===== config.mk =====
export PLATFORM = sky130hd
export DESIGN_NAME = elevator_plant_flat
export DESIGN_NICKNAME = d
export VERILOG_FILES = /design/src/rtl/elevator_plant_if.sv /design/src/rtl/elevator_plant.sv /design/src/flat_wrapper.sv
export SDC_FILE = /design/constraint.sdc
export NUM_CORES = 1
export LEC_CHECK = 0
export BUFFER_PORTS_ARGS = -buffer_cell sky130_fd_sc_hd__buf_2
export CAP_MARGIN = 20
export CORE_ASPECT_RATIO = 1.25
export CORE_UTILIZATION = 50
export CTS_CLUSTER_SIZE = 24
export DETAILED_ROUTE_END_ITERATION = 10
export MAX_ROUTING_LAYER = met4
export PLACE_DENSITY_LB_ADDON = 0.08
export SLEW_MARGIN = 10
export SYNTH_ARGS = -nofsm -noshare
export SYNTH_HDL_FRONTEND = slang
export SYNTH_SLANG_ARGS = --single-unit
export TNS_END_PERCENT = 30

===== constraint.sdc =====
create_clock -name clock -period 6.27 [get_ports clock]
set_input_delay 0.3135 -clock clock [delete_from_list [all_inputs] [get_ports clock]]
set_output_delay 0.3135 -clock clock [all_outputs]
set_load 0.05 [all_outputs]

===== src/rtl/elevator_plant_if.sv =====
// Controller <-> plant bus: engine/door commands one way, sensors and status back.
interface elevator_plant_if #(
    parameter int unsigned LEVEL_W = 3
);
    logic [1:0]         engine;
    logic [1:0]         door;
    logic               sensor_up;
    logic               sensor_down;
    logic [1:0]         sensor_door;
    logic [LEVEL_W-1:0] level;
    logic               at_floor;
    logic               fault;
    logic [2:0]         fault_code;

    // Controller side drives commands and observes the plant.
    modport master (
        output engine, door,
        input  sensor_up, sensor_down, sensor_door, level, at_floor, fault, fault_code
    );

    // Plant side consumes commands and reports sensors/status.
    modport slave (
        input  engine, door,
        output sensor_up, sensor_down, sensor_door, level, at_floor, fault, fault_code
    );
endinterface


===== src/rtl/elevator_plant.sv =====
// Cabin/shaft/door plant model: N floors, configurable travel and door timing,
// mid-floor start option and sticky first-cause safety fault.
module elevator_plant #(
    parameter int unsigned FLOORS       = 8,
    parameter int unsigned LEVEL_W      = 3,
    parameter int unsigned TRAVEL_TICKS = 1000,
    parameter int unsigned DOOR_TICKS   = 300,
    parameter int unsigned START_FLOOR  = 0,
    parameter int unsigned START_HALF   = 0
) (
    input  logic            clock,
    input  logic            an_reset,
    elevator_plant_if.slave bus
);
    localparam int unsigned SUB_W  = (TRAVEL_TICKS > 2) ? $clog2(TRAVEL_TICKS) : 1;
    localparam int unsigned DPOS_W = $clog2(DOOR_TICKS + 1);
    localparam int unsigned SUB_RST_V =
        ((START_HALF != 0) && (START_FLOOR != FLOORS - 1)) ? TRAVEL_TICKS / 2 : 0;

    localparam logic [SUB_W-1:0]   SUB_MAX   = SUB_W'(TRAVEL_TICKS - 1);
    localparam logic [SUB_W-1:0]   SUB_RST   = SUB_W'(SUB_RST_V);
    localparam logic [LEVEL_W-1:0] FLOOR_TOP = LEVEL_W'(FLOORS - 1);
    localparam logic [LEVEL_W-1:0] FLOOR_RST = LEVEL_W'(START_FLOOR);
    localparam logic [DPOS_W-1:0]  DPOS_MAX  = DPOS_W'(DOOR_TICKS);

    typedef enum logic [1:0] {
        ENG_STOP = 2'b00,
        ENG_UP   = 2'b01,
        ENG_DOWN = 2'b10,
        ENG_BAD  = 2'b11
    } engine_e;

    typedef enum logic [1:0] {
        DOOR_HOLD  = 2'b00,
        DOOR_OPEN  = 2'b01,
        DOOR_CLOSE = 2'b10,
        DOOR_BAD   = 2'b11
    } door_e;

    logic [LEVEL_W-1:0] floor_q, floor_d;
    logic [SUB_W-1:0]   sub_q, sub_d;
    logic [DPOS_W-1:0]  dpos_q, dpos_d;
    logic               up_q, up_d;
    logic               down_q, down_d;
    logic               fault_q, fault_d;
    logic [2:0]         code_q, code_d;
    logic [2:0]         cause;
    logic               at_floor_c;

    assign at_floor_c = (sub_q == '0);

    // State register; reset discards any position in progress.
    always_ff @(posedge clock or posedge an_reset) begin
        if (an_reset) begin
            floor_q <= FLOOR_RST;
            sub_q   <= SUB_RST;
            dpos_q  <= '0;
            up_q    <= 1'b0;
            down_q  <= 1'b0;
            fault_q <= 1'b0;
            code_q  <= 3'b000;
        end else begin
            floor_q <= floor_d;
            sub_q   <= sub_d;
            dpos_q  <= dpos_d;
            up_q    <= up_d;
            down_q  <= down_d;
            fault_q <= fault_d;
            code_q  <= code_d;
        end
    end

    // Fault detection (lowest code wins), then cabin motion and door stroke.
    always_comb begin
        floor_d = floor_q;
        sub_d   = sub_q;
        dpos_d  = dpos_q;
        up_d    = 1'b0;
        down_d  = 1'b0;
        fault_d = fault_q;
        code_d  = code_q;
        cause   = 3'b000;

        if (!fault_q) begin
            if (bus.engine == ENG_BAD || bus.door == DOOR_BAD)
                cause = 3'b001;
            else if (bus.engine == ENG_UP && floor_q == FLOOR_TOP && at_floor_c)
                cause = 3'b010;
            else if (bus.engine == ENG_DOWN && floor_q == '0 && at_floor_c)
                cause = 3'b011;
            else if (bus.engine != ENG_STOP && dpos_q != '0)
                cause = 3'b100;
            else if (bus.door == DOOR_OPEN && !at_floor_c)
                cause = 3'b101;
            else if (bus.engine != ENG_STOP && bus.door != DOOR_HOLD)
                cause = 3'b110;

            if (cause != 3'b000) begin
                // A detected fault freezes everything in the same cycle.
                fault_d = 1'b1;
                code_d  = cause;
            end else begin
                if (dpos_q == '0) begin
                    case (bus.engine)
                        ENG_UP: begin
                            if (sub_q == SUB_MAX) begin
                                floor_d = floor_q + LEVEL_W'(1);
                                sub_d   = '0;
                                up_d    = 1'b1;
                            end else begin
                                sub_d = sub_q + SUB_W'(1);
                            end
                        end
                        ENG_DOWN: begin
                            if (sub_q == SUB_W'(1)) begin
                                sub_d  = '0;
                                down_d = 1'b1;
                            end else if (sub_q == '0) begin
                                floor_d = floor_q - LEVEL_W'(1);
                                sub_d   = SUB_MAX;
                            end else begin
                                sub_d = sub_q - SUB_W'(1);
                            end
                        end
                        default: ;
                    endcase
                end

                if (at_floor_c && bus.engine == ENG_STOP) begin
                    case (bus.door)
                        DOOR_OPEN:  if (dpos_q != DPOS_MAX) dpos_d = dpos_q + DPOS_W'(1);
                        DOOR_CLOSE: if (dpos_q != '0)       dpos_d = dpos_q - DPOS_W'(1);
                        default: ;
                    endcase
                end
            end
        end
    end

    // Door end-stop decode is combinational from the door position.
    always_comb begin
        if (dpos_q == '0)
            bus.sensor_door = 2'b10;
        else if (dpos_q == DPOS_MAX)
            bus.sensor_door = 2'b01;
        else
            bus.sensor_door = 2'b00;
    end

    assign bus.sensor_up   = up_q;
    assign bus.sensor_down = down_q;
    assign bus.level       = floor_q;
    assign bus.at_floor    = at_floor_c;
    assign bus.fault       = fault_q;
    assign bus.fault_code  = code_q;
endmodule


===== src/flat_wrapper.sv =====
// flat-port wrapper written by rule: the top's interface ports become plain ports
module elevator_plant_flat 
#(
    parameter int unsigned FLOORS       = 8,
    parameter int unsigned LEVEL_W      = 3,
    parameter int unsigned TRAVEL_TICKS = 1000,
    parameter int unsigned DOOR_TICKS   = 300,
    parameter int unsigned START_FLOOR  = 0,
    parameter int unsigned START_HALF   = 0
)
  (clock, an_reset, bus_engine, bus_door, bus_sensor_up, bus_sensor_down, bus_sensor_door, bus_level, bus_at_floor, bus_fault, bus_fault_code);
  elevator_plant_if #(.LEVEL_W(LEVEL_W)) bus_i ();
  input  logic clock;
  input  logic an_reset;
  input wire logic [$bits(bus_i.engine)-1:0] bus_engine;
  input wire logic [$bits(bus_i.door)-1:0] bus_door;
  output wire logic [$bits(bus_i.sensor_up)-1:0] bus_sensor_up;
  output wire logic [$bits(bus_i.sensor_down)-1:0] bus_sensor_down;
  output wire logic [$bits(bus_i.sensor_door)-1:0] bus_sensor_door;
  output wire logic [$bits(bus_i.level)-1:0] bus_level;
  output wire logic [$bits(bus_i.at_floor)-1:0] bus_at_floor;
  output wire logic [$bits(bus_i.fault)-1:0] bus_fault;
  output wire logic [$bits(bus_i.fault_code)-1:0] bus_fault_code;
  assign bus_i.engine = bus_engine;
  assign bus_i.door = bus_door;
  assign bus_sensor_up = bus_i.sensor_up;
  assign bus_sensor_down = bus_i.sensor_down;
  assign bus_sensor_door = bus_i.sensor_door;
  assign bus_level = bus_i.level;
  assign bus_at_floor = bus_i.at_floor;
  assign bus_fault = bus_i.fault;
  assign bus_fault_code = bus_i.fault_code;
  elevator_plant #(.FLOORS(FLOORS), .LEVEL_W(LEVEL_W), .TRAVEL_TICKS(TRAVEL_TICKS), .DOOR_TICKS(DOOR_TICKS), .START_FLOOR(START_FLOOR), .START_HALF(START_HALF)) u_core (.clock(clock), .an_reset(an_reset), .bus(bus_i));
endmodule

# Word-level counts from Yosys, hierarchy flattened
# Cells that the tools add are included.
word_totals:
  regBits: 28
  out_inout_bits: 12
  word_cells: 87
op_classes:
  n_addsub: 6
  n_eq_ne: 16
  n_mux: 32
  bitwise_logic: 2
  reduce_logical: 24
op_table:
  columns: ["cell", "n"]
  rows:
  - ["$mux W10", 3]
  - ["$mux W3", 10]
  - ["$pmux W10 S2", 1]
  - ["$mux W9", 2]
  - ["$pmux W9 S2", 1]
  - ["$mux W1", 13]
  - ["$add A10 B1 Y10 const B", 1]
  - ["$eq A10 B1 Y1 const B", 1]
  - ["$eq A10 B10 Y1 const B", 1]
  - ["$logic_not A10 Y1", 1]
  - ["$sub A10 B1 Y10 const B", 1]
  - ["$add A9 B1 Y9 const B", 1]
  - ["$eq A9 B9 Y1 const B", 1]
  - ["$logic_not A9 Y1", 1]
  - ["$ne A9 B9 Y1 const B", 1]
  - ["$reduce_bool A9 Y1", 1]
  - ["$sub A9 B1 Y9 const B", 1]
  - ["$eq A2 B2 Y1 const B", 4]
  - ["$logic_and A1 B1 Y1", 8]
  - ["$reduce_bool A2 Y1", 4]
  - ["$reduce_and A7 Y1", 1]
  - ["$ne A2 B2 Y1 const B", 3]
  - ["$pmux W3 S2", 1]
  - ["$reduce_and A6 Y1", 1]
  - ["other kinds (14)", 17]

# Longest topological paths before layout
# Gate-level depths: netlist (run 1).
depth:
  word_depth: 12
  mapped_depth: 11

# Least setup slack after synthesis (run 1)
# OpenSTA, ideal clock, no wires.
synth_timing:
  kind: "register to register"
  from: "register u_core.sub_q[0]"
  to: "register u_core.dpos_q[2]"
  arrival_time_ns: 2.954
  required_ns: 6.143
  path_slack_ns: 3.189
  stages_incl_launch_ff: 10
  synth_period_minus_slack_ns: 3.081
  cell_sequence: "dfrtp_1 > inv_1 > ha_1 > or4b_1 > clkbuf_2 > nor3_2 > a21boi_1 > and3_1 > buf_6 > mux2_1"
synth_between:
  elab_chain_len: 12
  word_cells_on_any_way: 15
synth_lines:
  columns: ["item", "line_no", "source"]
  rows:
  - ["start: declaration", "elevator_plant.sv:41", "logic [SUB_W-1:0] sub_q, sub_d;"]
  - ["start signal: assignment", "elevator_plant.sv:64", "sub_q <= sub_d;"]
  - ["$logic_not A10 Y1 (*)", "elevator_plant.sv:50", "assign at_floor_c = (sub_q == '0);"]
  - ["via bus_at_floor", "flat_wrapper.sv:21", "output wire logic [$bits(bus_i.at_floor)-1:0] bus_at_floor;"]
  - ["$logic_not A1 Y1", "elevator_plant.sv:93", "else if (bus.door == DOOR_OPEN && !at_floor_c)"]
  - ["$logic_and A1 B1 Y1", "elevator_plant.sv:93", null]
  - ["$mux W3", "elevator_plant.sv:93", null]
  - ["$mux W3", "elevator_plant.sv:91", "else if (bus.engine != ENG_STOP && dpos_q != '0)"]
  - ["$mux W3", "elevator_plant.sv:89", "else if (bus.engine == ENG_DOWN && floor_q == '0 && at_floor_c)"]
  - ["$mux W3", "elevator_plant.sv:87", "else if (bus.engine == ENG_UP && floor_q == FLOOR_TOP && at_floor_c)"]
  - ["$mux W3", "elevator_plant.sv:85", "if (bus.engine == ENG_BAD || bus.door == DOOR_BAD)"]
  - ["$mux W3", "elevator_plant.sv:84", "if (!fault_q) begin"]
  - ["$reduce_bool A3 Y1", "elevator_plant.sv:98", "if (cause != 3'b000) begin"]
  - ["$not A1 Y1 (no source line)", null, null]
  - ["$reduce_and A6 Y1 (no source line) (*)", null, null]
  - ["end signal: assignment", "elevator_plant.sv:65", "dpos_q <= dpos_d;"]
  - ["end: declaration", "elevator_plant.sv:42", "logic [DPOS_W-1:0] dpos_q, dpos_d;"]
# Mark *: on every way through the listed nets, which the timed path passes. The rest lies on a longest branch. The select of a mux whose other input is x is not followed.
# A chain may end at the register's enable or synchronous reset.

# Final worst setup path (run 1)
layout_timing:
  from: "register u_core.sub_q[0]"
  to: "register u_core.sub_q[6]"
layout_between:
  elab_chain_len: 12
  word_cells_on_any_way: 22
layout_lines:
  columns: ["item", "line_no"]
  rows:
  - ["$logic_not A10 Y1", "elevator_plant.sv:50, elevator_plant.sv:118"]
  - ["$logic_not A1 Y1", "elevator_plant.sv:93"]
  - ["$logic_and A1 B1 Y1", "elevator_plant.sv:93"]
  - ["$mux W3", "elevator_plant.sv:93"]
  - ["$mux W3", "elevator_plant.sv:91"]
  - ["$mux W3", "elevator_plant.sv:89"]
  - ["$mux W3", "elevator_plant.sv:87"]
  - ["$mux W3", "elevator_plant.sv:85"]
  - ["$mux W3", "elevator_plant.sv:84"]
  - ["$reduce_bool A3 Y1", "elevator_plant.sv:98"]
  - ["$not A1 Y1 (no source line)", null]
  - ["$reduce_and A4 Y1 (no source line)", null]
# Several ways; a longest one is shown, not always the timed one. The select of a mux whose other input is x is not followed.

==> results of run 1 <==
[logic make-up (layout without fill, tap and decap cells)]
group           after synthesis  after routing
compound gates               68             68
mux                           8              8
flops                        28             28
fa+ha+maj                    20             20
simple gates                 80             80
buf+inv                      26             35
xor+xnor                     12             12
[routing by layer]
| layer | share of wire [%] | wire, microns | up-vias | GRT usage (%) |
|---|---|---|---|---|
| met5 | 0 | 0 | - | - |
| met4 | 1.1 | 55 | 0 | 7.50 |
| met3 | 2.7 | 140 | 7 | 2.21 |
| met2 | 53 | 2710 | 39 | 42.2 |
| met1 | 43 | 2210 | 915 | 28.0 |
| li1 | - | - | 923 | - |
[worst paths after layout]
kind | to | start | depth (start not counted) | slack (ns)
max in group asynchronous | u_core.dpos_q[3] | an_reset | 3 | 5.73
setup reg to reg | u_core.sub_q[6] | u_core.sub_q[0] | 8 | 3.10
min in group clock | u_core.dpos_q[8] | u_core.dpos_q[8] | 1 | 0.52
setup / recovery | u_core.sub_q[6] | u_core.sub_q[0] | 8 | 3.10
hold reg to reg | u_core.dpos_q[8] | u_core.dpos_q[8] | 1 | 0.52
hold / removal | u_core.sub_q[1] | an_reset | 2 | 0.06
[cells in the final DEF, fill, tap and decap left out, drive strengths merged, types with 3 or more instances in the layout]
cell / Yosys / final
dfrtp: 28 / 28
ha: 18 / 18
buf: 5 / 18
nor2: 17 / 17
o21ai: 16 / 16
nand2: 14 / 14
inv: 13 / 13
xnor2: 10 / 10
nand3: 9 / 9
and3: 8 / 8
nor3: 8 / 8
a21oi: 7 / 7
mux2: 7 / 7
a21o: 6 / 6
o22ai: 5 / 5
clkbuf: 8 / 4
o31ai: 4 / 4
nor4: 3 / 3
nand4: 3 / 3
a31oi: 3 / 3
a221o: 3 / 3
a22oi: 3 / 3
o41ai: 3 / 3
and2: 3 / 3
[cell type report]
cell class	instances	area [sq um]
fillers	430	1790
multi-input cells	188	1380
flip-flops and latches	28	701
repair buffers	18	113
well taps	56	70.1
clock buffers	4	55.1
inverters	13	48.8
[worst reg2reg max path: stages (launching register included)]
cell and delay, ns:
dfrtp_1 0.45, inv_1 0.12, ha_1 0.23, or4b_1 0.60, o31ai_2 0.37, and3_1 0.34
nand3_1 0.37, a221o_1 0.38, a32o_1 0.20
[power groups by stage]
stage / clock, mW / combinational (mW) / sequential [mW]
global placement: 0 / 0.0496 / 0.188
CTS: 0.117 / 0.0519 / 0.185
floorplan: 0 / 0.0297 / 0.195
global route: 0.123 / 0.0567 / 0.185
finish: 0.114 / 0.0515 / 0.184
detailed placement: 0 / 0.0516 / 0.188
[sequential cells by signal, summed over array words and instances (netlist names)]
register and count:
u_core.bus.sensor_up 1, u_core.bus.level 3, u_core.sub_q 10, u_core.bus.fault 1, u_core.dpos_q 9, u_core.bus.sensor_down 1, u_core.bus.fault_code 3
[stage by stage]
step / utilization, % / setup WS (ns) / total power [mW] / cell area (sq um)
final: 56.9 / 3.10 / 0.350 / 2370
after global routing: 56.9 / 2.91 / 0.365 / 2370
after CTS: 56.9 / 3.12 / 0.353 / 2370
after detailed placement: 55.6 / 3.13 / 0.240 / 2320
after global placement: 55.0 / 3.23 / 0.238 / 2290
after floorplan: - / 3.19 / 0.225 / 2200
==> results.cfg, run 1 <==
[yosys]
synthesis.nets = 268
post_synthesis_share_of_cell_area_spent_on_xor_and_xnor_gates_pct = 4.79
post-synth-top-count-cell = dfrtp_1
synth.mux.area_fraction_pct = 4.05
synth_sequential_area_ratio_pct = 31.9
syn-cell-area_sq_um = 2200
yosys-top-cells-area = dfrtp_1 32%, ha_1 10%, xnor2_1 4.0%
synthAdderAreaFrac_pct = 12.1
synth-seq-cells = 28
yosys_top_cell_by_area = dfrtp_1
synth_compound_area_share_pct = 22.1
synth_async_sr_flop_share_pct = 100
synth_enable_flop_cells = 0
postSynthAreaPerCell_sq_um = 9.07
synth_top_flop_cell = dfrtp_1
synthesis.instances = 242
synth_cell_type_count = 60
synth.top_cells.by_count = 28 x dfrtp_1, 18 x ha_1, 17 x nor2_1
synth.top_cell.area_share_pct = 31.9
dominant_combinational_cell_family_by_area_after_synthesis = compound AO/OA/AOI/OAI gates
synth-warning-count = 0
synth_simple_gate_area_share_pct = 20.0

[drt]
drt_iter0_drc = 102
routed_via_density = 6.14
antenna_left = 0
detail_route.drc_violations = 0
wl_per_cell_microns = 16.6
drtPass1Iterations = 4
detailroute.via_count = 1884
drt_wl_total_mm = 5.11

[placed_design]
gp_congestion = 0.901
placed_cells = 303
place.port_buffers = 17
place_hpwl_mm = 3.96

[worst_setup_path]
cp_max_fo = 12
slowest_delay_ns = 0.60
critical_path.top_delay_family = simple AND/OR/NAND/NOR gates
critical_path_s_slowest_cell = or4b_1
endpoint_kind = flip-flop
critPathLaunchType = flip-flop
setup.worst_path.class = flip-flop to flip-flop
worst_ep_required_time_ns = 6.45
cell_chain_of_the_critical_path = inv_1 > ha_1 > or4b_1 > o31ai_2 > and3_1 > nand3_1 > a221o_1 > a32o_1
cp_data_arrival_time_ns = 3.34
critPathBufInv = 1

[finish]
syn_to_final_growth_pct = 7.98
final_net_count = 278
fin_cells = 307
inserted_diodes = 0
ratio_of_cells_with_drive_above_1_in_the_final_layout_pct = 12.4

[timing]
clock.fmax_ghz = 0.316
timing_hold_violations_final = 0
timing.final.setup_violations = 0
post-route-period-util_pct = 50.5
setup_tns_ns = 0
slew_headroom_pct = 54.7
slew_viol_final = 0
grt_setup_unrepaired = false
hold-worst-slack_ns = 0.0616
tightestPinTransition_ns = 0.678
fin_worst_skew_ns = 0.00423
timing.final.crit_period_ns = 3.17

[floorplan]
placementRows = 26
chipHeight_microns = 76.1
floorplan.initialDensity_pct = 52.7
placeableCoreArea_sq_um = 4160
die-area_sq_um = 4660
io_pins = 18
die_width_microns = 61.3

[clock_network]
cts_sinks = 28
clock-root-buffer = clkbuf_8
clk_latency_ns = 0.28
postCtsHoldBufs = 0
tritoncts.num_buffers = 3
cts_setup_buffers = 0
cts_resized = 0
clkSlewWorstSetupHoldPaths_ns = 0.10
clock_path_buffers = 2
tritoncts = yes
cts_htree_levels = 1

[global_route]
grt_first_pass_wirelength_mm = 8.29
largest_net_degree_at_the_start_of_global_routing = 19
antenna_found_initial = 0
global_route.usage.total_pct = 24.1
grt-ovfl-total = 0
first_global_vias = 1815

[pwr]
internal_power_mw = 0.257
total_leakage_power_nw = 1.13
part_of_the_power_in_the_clock_network_pct = 32.5
ir_drop_v = 0.0000821
power_density_of_the_placed_cells_nw_per_um2 = 147
switching_share_pct = 26.3
seq_power_share_pct = 52.7
comb_power_share_pct = 14.7
netSwitchingPower_mw = 0.0921

[run_status]
outcome = complete, no violations

[min_path]
worst_hold_path_type = input pin to async pin

[run]
cap_violations = 0
Power figures use the tool's default switching activity.
==> run 2: changes to the inputs <==
==> constraint.sdc (replaced) <==
create_clock -name clock -period 3.3 [get_ports clock]
set_input_delay 0.165 -clock clock [delete_from_list [all_inputs] [get_ports clock]]
set_output_delay 0.165 -clock clock [all_outputs]
set_load 0.05 [all_outputs]
==> run 2 against run 1 <==
Compared with the run above: sequential share of layout area is 0.49 points lower; critical path depth decreased by 1; clock power rose by 86%; utilization up 0.96 points; flip-flop and latch count unchanged; wire length down 3.1%; cell area is 1.7% higher; highest routed layer unchanged.
==> results.cfg, run 2 (synthesized netlist as in run 1, its figures left out) <==
[clock_network]
clock-root-buffer = clkbuf_8
clkSlewWorstSetupHoldPaths_ns = 0.09
postCtsHoldBufs = 0
cts_resized = 0
clock_path_buffers = 2
cts_setup_buffers = 0
cts_sinks = 28
tritoncts.num_buffers = 3
tritoncts = yes
clk_latency_ns = 0.27
cts_htree_levels = 1

[global_route]
largest_net_degree_at_the_start_of_global_routing = 29
grt_first_pass_wirelength_mm = 8.05
antenna_found_initial = 0
grt-ovfl-total = 0
first_global_vias = 1836
global_route.usage.total_pct = 23.2

[finish]
largest_registers = u_core.sub_q (10), u_core.dpos_q (9)
mostFrequentLayoutCells = 28 x dfrtp_1, 18 x ha_1, 17 x nor2_1, 17 x buf_2, 16 x o21ai_0
syn_to_final_growth_pct = 9.80
fin_cells = 312
inserted_diodes = 0
fillerInstances = 409
regMostFlops = u_core.sub_q
largest_register_ffs = 10
ratio_of_cells_with_drive_above_1_in_the_final_layout_pct = 13.7
leading_cell_type_in_the_layout_fill_and_taps_excluded = dfrtp_1
final_net_count = 283

[timing]
tightestPinTransition_ns = 0.698
clock.fmax_ghz = 0.322
setup_tns_ns = 0
grt_setup_unrepaired = false
post-route-period-util_pct = 94.1
hold-worst-slack_ns = 0.432
slew_headroom_pct = 52.8
timing_hold_violations_final = 0
timing.final.setup_violations = 0
timing.final.crit_period_ns = 3.10
slew_viol_final = 0
fin_worst_skew_ns = 0.00624

[floorplan]
floorplan.initialDensity_pct = 52.7
io_pins = 18
die-area_sq_um = 4660
placeableCoreArea_sq_um = 4160
placementRows = 26
chipHeight_microns = 76.1
die_width_microns = 61.3

[drt]
detailroute.via_count = 1882
drt_iter0_drc = 94
drtPass1Iterations = 4
routed_via_density = 6.03
drt_wl_total_mm = 4.95
detail_route.drc_violations = 0
wl_per_cell_microns = 15.9
antenna_left = 0

[worst_setup_path]
cp_max_fo = 10
worst_ep_required_time_ns = 3.46
endpoint_kind = flip-flop
cp_data_arrival_time_ns = 3.26
setup.worst_path.class = flip-flop to flip-flop
critPathLaunchType = flip-flop

[pwr]
power_density_of_the_placed_cells_nw_per_um2 = 274
total_leakage_power_nw = 1.15
ir_drop_v = 0.000112

[placed_design]
place.port_buffers = 17
gp_congestion = 0.851
place_hpwl_mm = 3.80
placed_cells = 306

[min_path]
worst_hold_path_type = input pin to flip-flop

[run_status]
outcome = complete, no violations

[run]
cap_violations = 0
-- run 2: area by class of cell --
class / count / area, sq um / share of cell area, %
Multi-Input combinational cell: 188 / 1380 / 57.4
Sequential cell: 28 / 701 / 29.1
Timing Repair Buffer: 23 / 153 / 6.33
Tap cell: 56 / 70.1 / 2.91
Clock buffer: 4 / 55.1 / 2.28
Inverter: 13 / 48.8 / 2.02
-- run 2: worst max-delay path, cell delays in order (launching register included) --
cell and delay (ns):
dfrtp_1 0.45, inv_1 0.12, ha_1 0.22, or4b_1 0.61, or4_1 0.57, a221oi_2 0.18
and3_1 0.48, mux2_1 0.37
-- run 2: final timing paths --
path	startpoint	end	slack (ns)	cells after the start
hold reg to reg	u_core.bus.fault_code[2]	u_core.bus.fault_code[2]	0.51	1
setup reg to reg	u_core.sub_q[0]	u_core.dpos_q[7]	0.20	7
setup / recovery	u_core.sub_q[0]	u_core.dpos_q[7]	0.20	7
hold / removal	bus_engine[0]	u_core.bus.sensor_up	0.43	3
max in group asynchronous	an_reset	u_core.dpos_q[8]	2.33	4
min in group asynchronous	an_reset	u_core.sub_q[5]	0.49	3
-- run 2: metrics by stage --
| step | utilization, % | setup slack (ns) | power, mW | instance area (sq um) |
|---|---|---|---|---|
| floorplan | - | 0.219 | 0.427 | 2200 |
| global placement | 55.7 | 0.300 | 0.452 | 2320 |
| detailed placement | 55.7 | 0.186 | 0.451 | 2320 |
| CTS | 57.0 | 0.173 | 0.665 | 2370 |
| global route | 57.9 | 0.00707 | 0.693 | 2410 |
| finish | 57.9 | 0.196 | 0.660 | 2410 |
-- run 2: metal layers --
layer / part of all wire (%) / up-vias / track usage, %
li1: - / 932 / -
met1: 42 / 906 / 26.6
met2: 53 / 38 / 40.7
met3: 3.2 / 6 / 2.21
met4: 1.1 / 0 / 7.73
met5: 0 / - / -
-- run 2: report_power, final --
group	total [mW]	switching, mW	internal (mW)
Combinational	0.0985	0.0627	0.0359
Clock	0.212	0.105	0.107
Sequential	0.350	0.00274	0.347
Total	0.660	0.170	0.490
==> run 3: changes to the inputs <==
==> constraint.sdc (replaced) <==
create_clock -name clock -period 3.1 [get_ports clock]
set_input_delay 0.155 -clock clock [delete_from_list [all_inputs] [get_ports clock]]
set_output_delay 0.155 -clock clock [all_outputs]
set_load 0.05 [all_outputs]
==> run 3 against run 2 <==
Compared with the run above: count of clock-buffer cells in the layout shrank 1; critical path depth is the same; power grew 3.7%; cell area grew 1.3%; utilization grew 0.75 points; global-route usage grew 2.1 points; maximum frequency grew 3.8%; critical path type unchanged; worst setup slack lost 0.086 ns; flip-flop and latch count is the same; clock power shrank 4%.
==> results.cfg, run 3 (synthesized netlist as in run 1, its figures left out) <==
[run_status]
outcome = complete, no violations

[timing]
clock.fmax_ghz = 0.334
grt_setup_unrepaired = false
timing.final.setup_violations = 0
timing_hold_violations_final = 0
timing.final.crit_period_ns = 2.99
slew_headroom_pct = 57.4
fin_worst_skew_ns = 0.00226
timing.final.ws_setup_ns = 0.110
slew_viol_final = 0
tightestPinTransition_ns = 0.637
post-route-period-util_pct = 96.5
hold-worst-slack_ns = 0.406
setup_tns_ns = 0

[floorplan]
io_pins = 18
placementRows = 26
chipHeight_microns = 76.1
floorplan.initialDensity_pct = 52.7
die-area_sq_um = 4660
die_width_microns = 61.3
placeableCoreArea_sq_um = 4160

[global_route]
antenna_found_initial = 0
largest_net_degree_at_the_start_of_global_routing = 19
global_route.usage.total_pct = 25.3
grt_first_pass_wirelength_mm = 8.82
grt-ovfl-total = 0
first_global_vias = 1948

[finish]
ratio_of_cells_with_drive_above_1_in_the_final_layout_pct = 15.3
largest_register_ffs = 10
regMostFlops = u_core.sub_q
inserted_diodes = 0
syn_to_final_growth_pct = 11.2
fin_cells = 317
mostFrequentLayoutCells = 28 x dfrtp_1, 18 x ha_1, 17 x nor2_1, 17 x buf_2, 16 x o21ai_0
post-route-cell-area_sq_um = 2440
largest_registers = u_core.sub_q (10), u_core.dpos_q (9)
final_net_count = 289
postLayoutCoreUtil_pct = 58.7
leading_cell_type_in_the_layout_fill_and_taps_excluded = dfrtp_1

[drt]
drt_iter0_drc = 93
routed_via_density = 6.08
detail_route.drc_violations = 0
drtPass1Iterations = 4
drt_wl_total_mm = 5.21
detailroute.via_count = 1926
antenna_left = 0
wl_per_cell_microns = 16.4

[clock_network]
clock_path_buffers = 2
cts_setup_buffers = 0
clock-root-buffer = clkbuf_8
cts_sinks = 28
cts_htree_levels = 1
tritoncts.num_buffers = 3
tritoncts = yes
clk_latency_ns = 0.28
clkSlewWorstSetupHoldPaths_ns = 0.10

[pwr]
total_leakage_power_nw = 1.18
power_mw = 0.685
power_density_of_the_placed_cells_nw_per_um2 = 280
ir_drop_v = 0.000122

[worst_setup_path]
critPathLaunchType = flip-flop
endpoint_kind = flip-flop
setup.worst_path.class = flip-flop to flip-flop
reg_to_reg_setup_timing_slack_ns = 0.11
cp_max_fo = 8
cp_data_arrival_time_ns = 3.15
worst_ep_required_time_ns = 3.26
reg2reg_depth = 7

[placed_design]
placed_cells = 313
gp_congestion = 0.839
place.port_buffers = 17
place_hpwl_mm = 4.06
total_cell_area_at_the_placement_stage_sq_um = 2390
preCtsSetupSlack_ns = 0.137

[min_path]
worst_hold_path_type = input pin to flip-flop
worstHoldPathCells = 3

[run]
cap_violations = 0
run 3: changes by cell type in the layout (fill, tap and decap cells not counted), sizes merged:
| cell | delta |
|---|---|
| clkbuf | -1 |
| buf | +6 |
run 3: power breakdown:
part	internal [mW]	switching [mW]	leakage, nW
Sequential	0.370	0.00298	0.365
Combinational	0.0398	0.0681	0.789
Clock	0.0875	0.116	0.0216
Total	0.497	0.187	1.18
run 3: repair_timing:
action | in CTS | in global routing
gates resized for setup | 0 | 0
hold buffers | 1 | 0
endpoints found under the hold margin | 10 | 0
run 3: path summary, 6_finish.rpt:
kind,startpoint,endpoint
max,u_core.sub_q[0],u_core.dpos_q[2]
min,bus_engine[0],u_core.bus.sensor_up
max reg2reg,u_core.sub_q[0],u_core.dpos_q[2]
min reg2reg,u_core.bus.fault_code[1],u_core.bus.fault_code[1]
max in group asynchronous,an_reset,u_core.dpos_q[0]
min in group asynchronous,an_reset,u_core.sub_q[1]
run 3: worst max-delay path, stage by stage (launching register included):
cell and delay, ns:
dfrtp_1 0.45, inv_1 0.12, ha_1 0.24, or4b_1 0.57, or4_1 0.56, a221oi_2 0.17
and3_1 0.40, mux2_1 0.37
run 3: metal layers:
metal | vias up | GRT usage [%] | share of wire, %
li1 | 938 | - | -
met1 | 935 | 28.9 | 42
met2 | 42 | 44.0 | 54
met3 | 11 | 2.55 | 2.7
met4 | 0 | 9.09 | 1.8
met5 | - | - | 0
run 3: area by class of cell:
cell class / count / area, sq um
clock buffers: 3 / 41.3
flip-flops and latches: 28 / 701
inverters: 13 / 48.8
multi-input cells: 188 / 1380
fillers: 426 / 1720
well taps: 56 / 70.1
repair buffers: 29 / 198
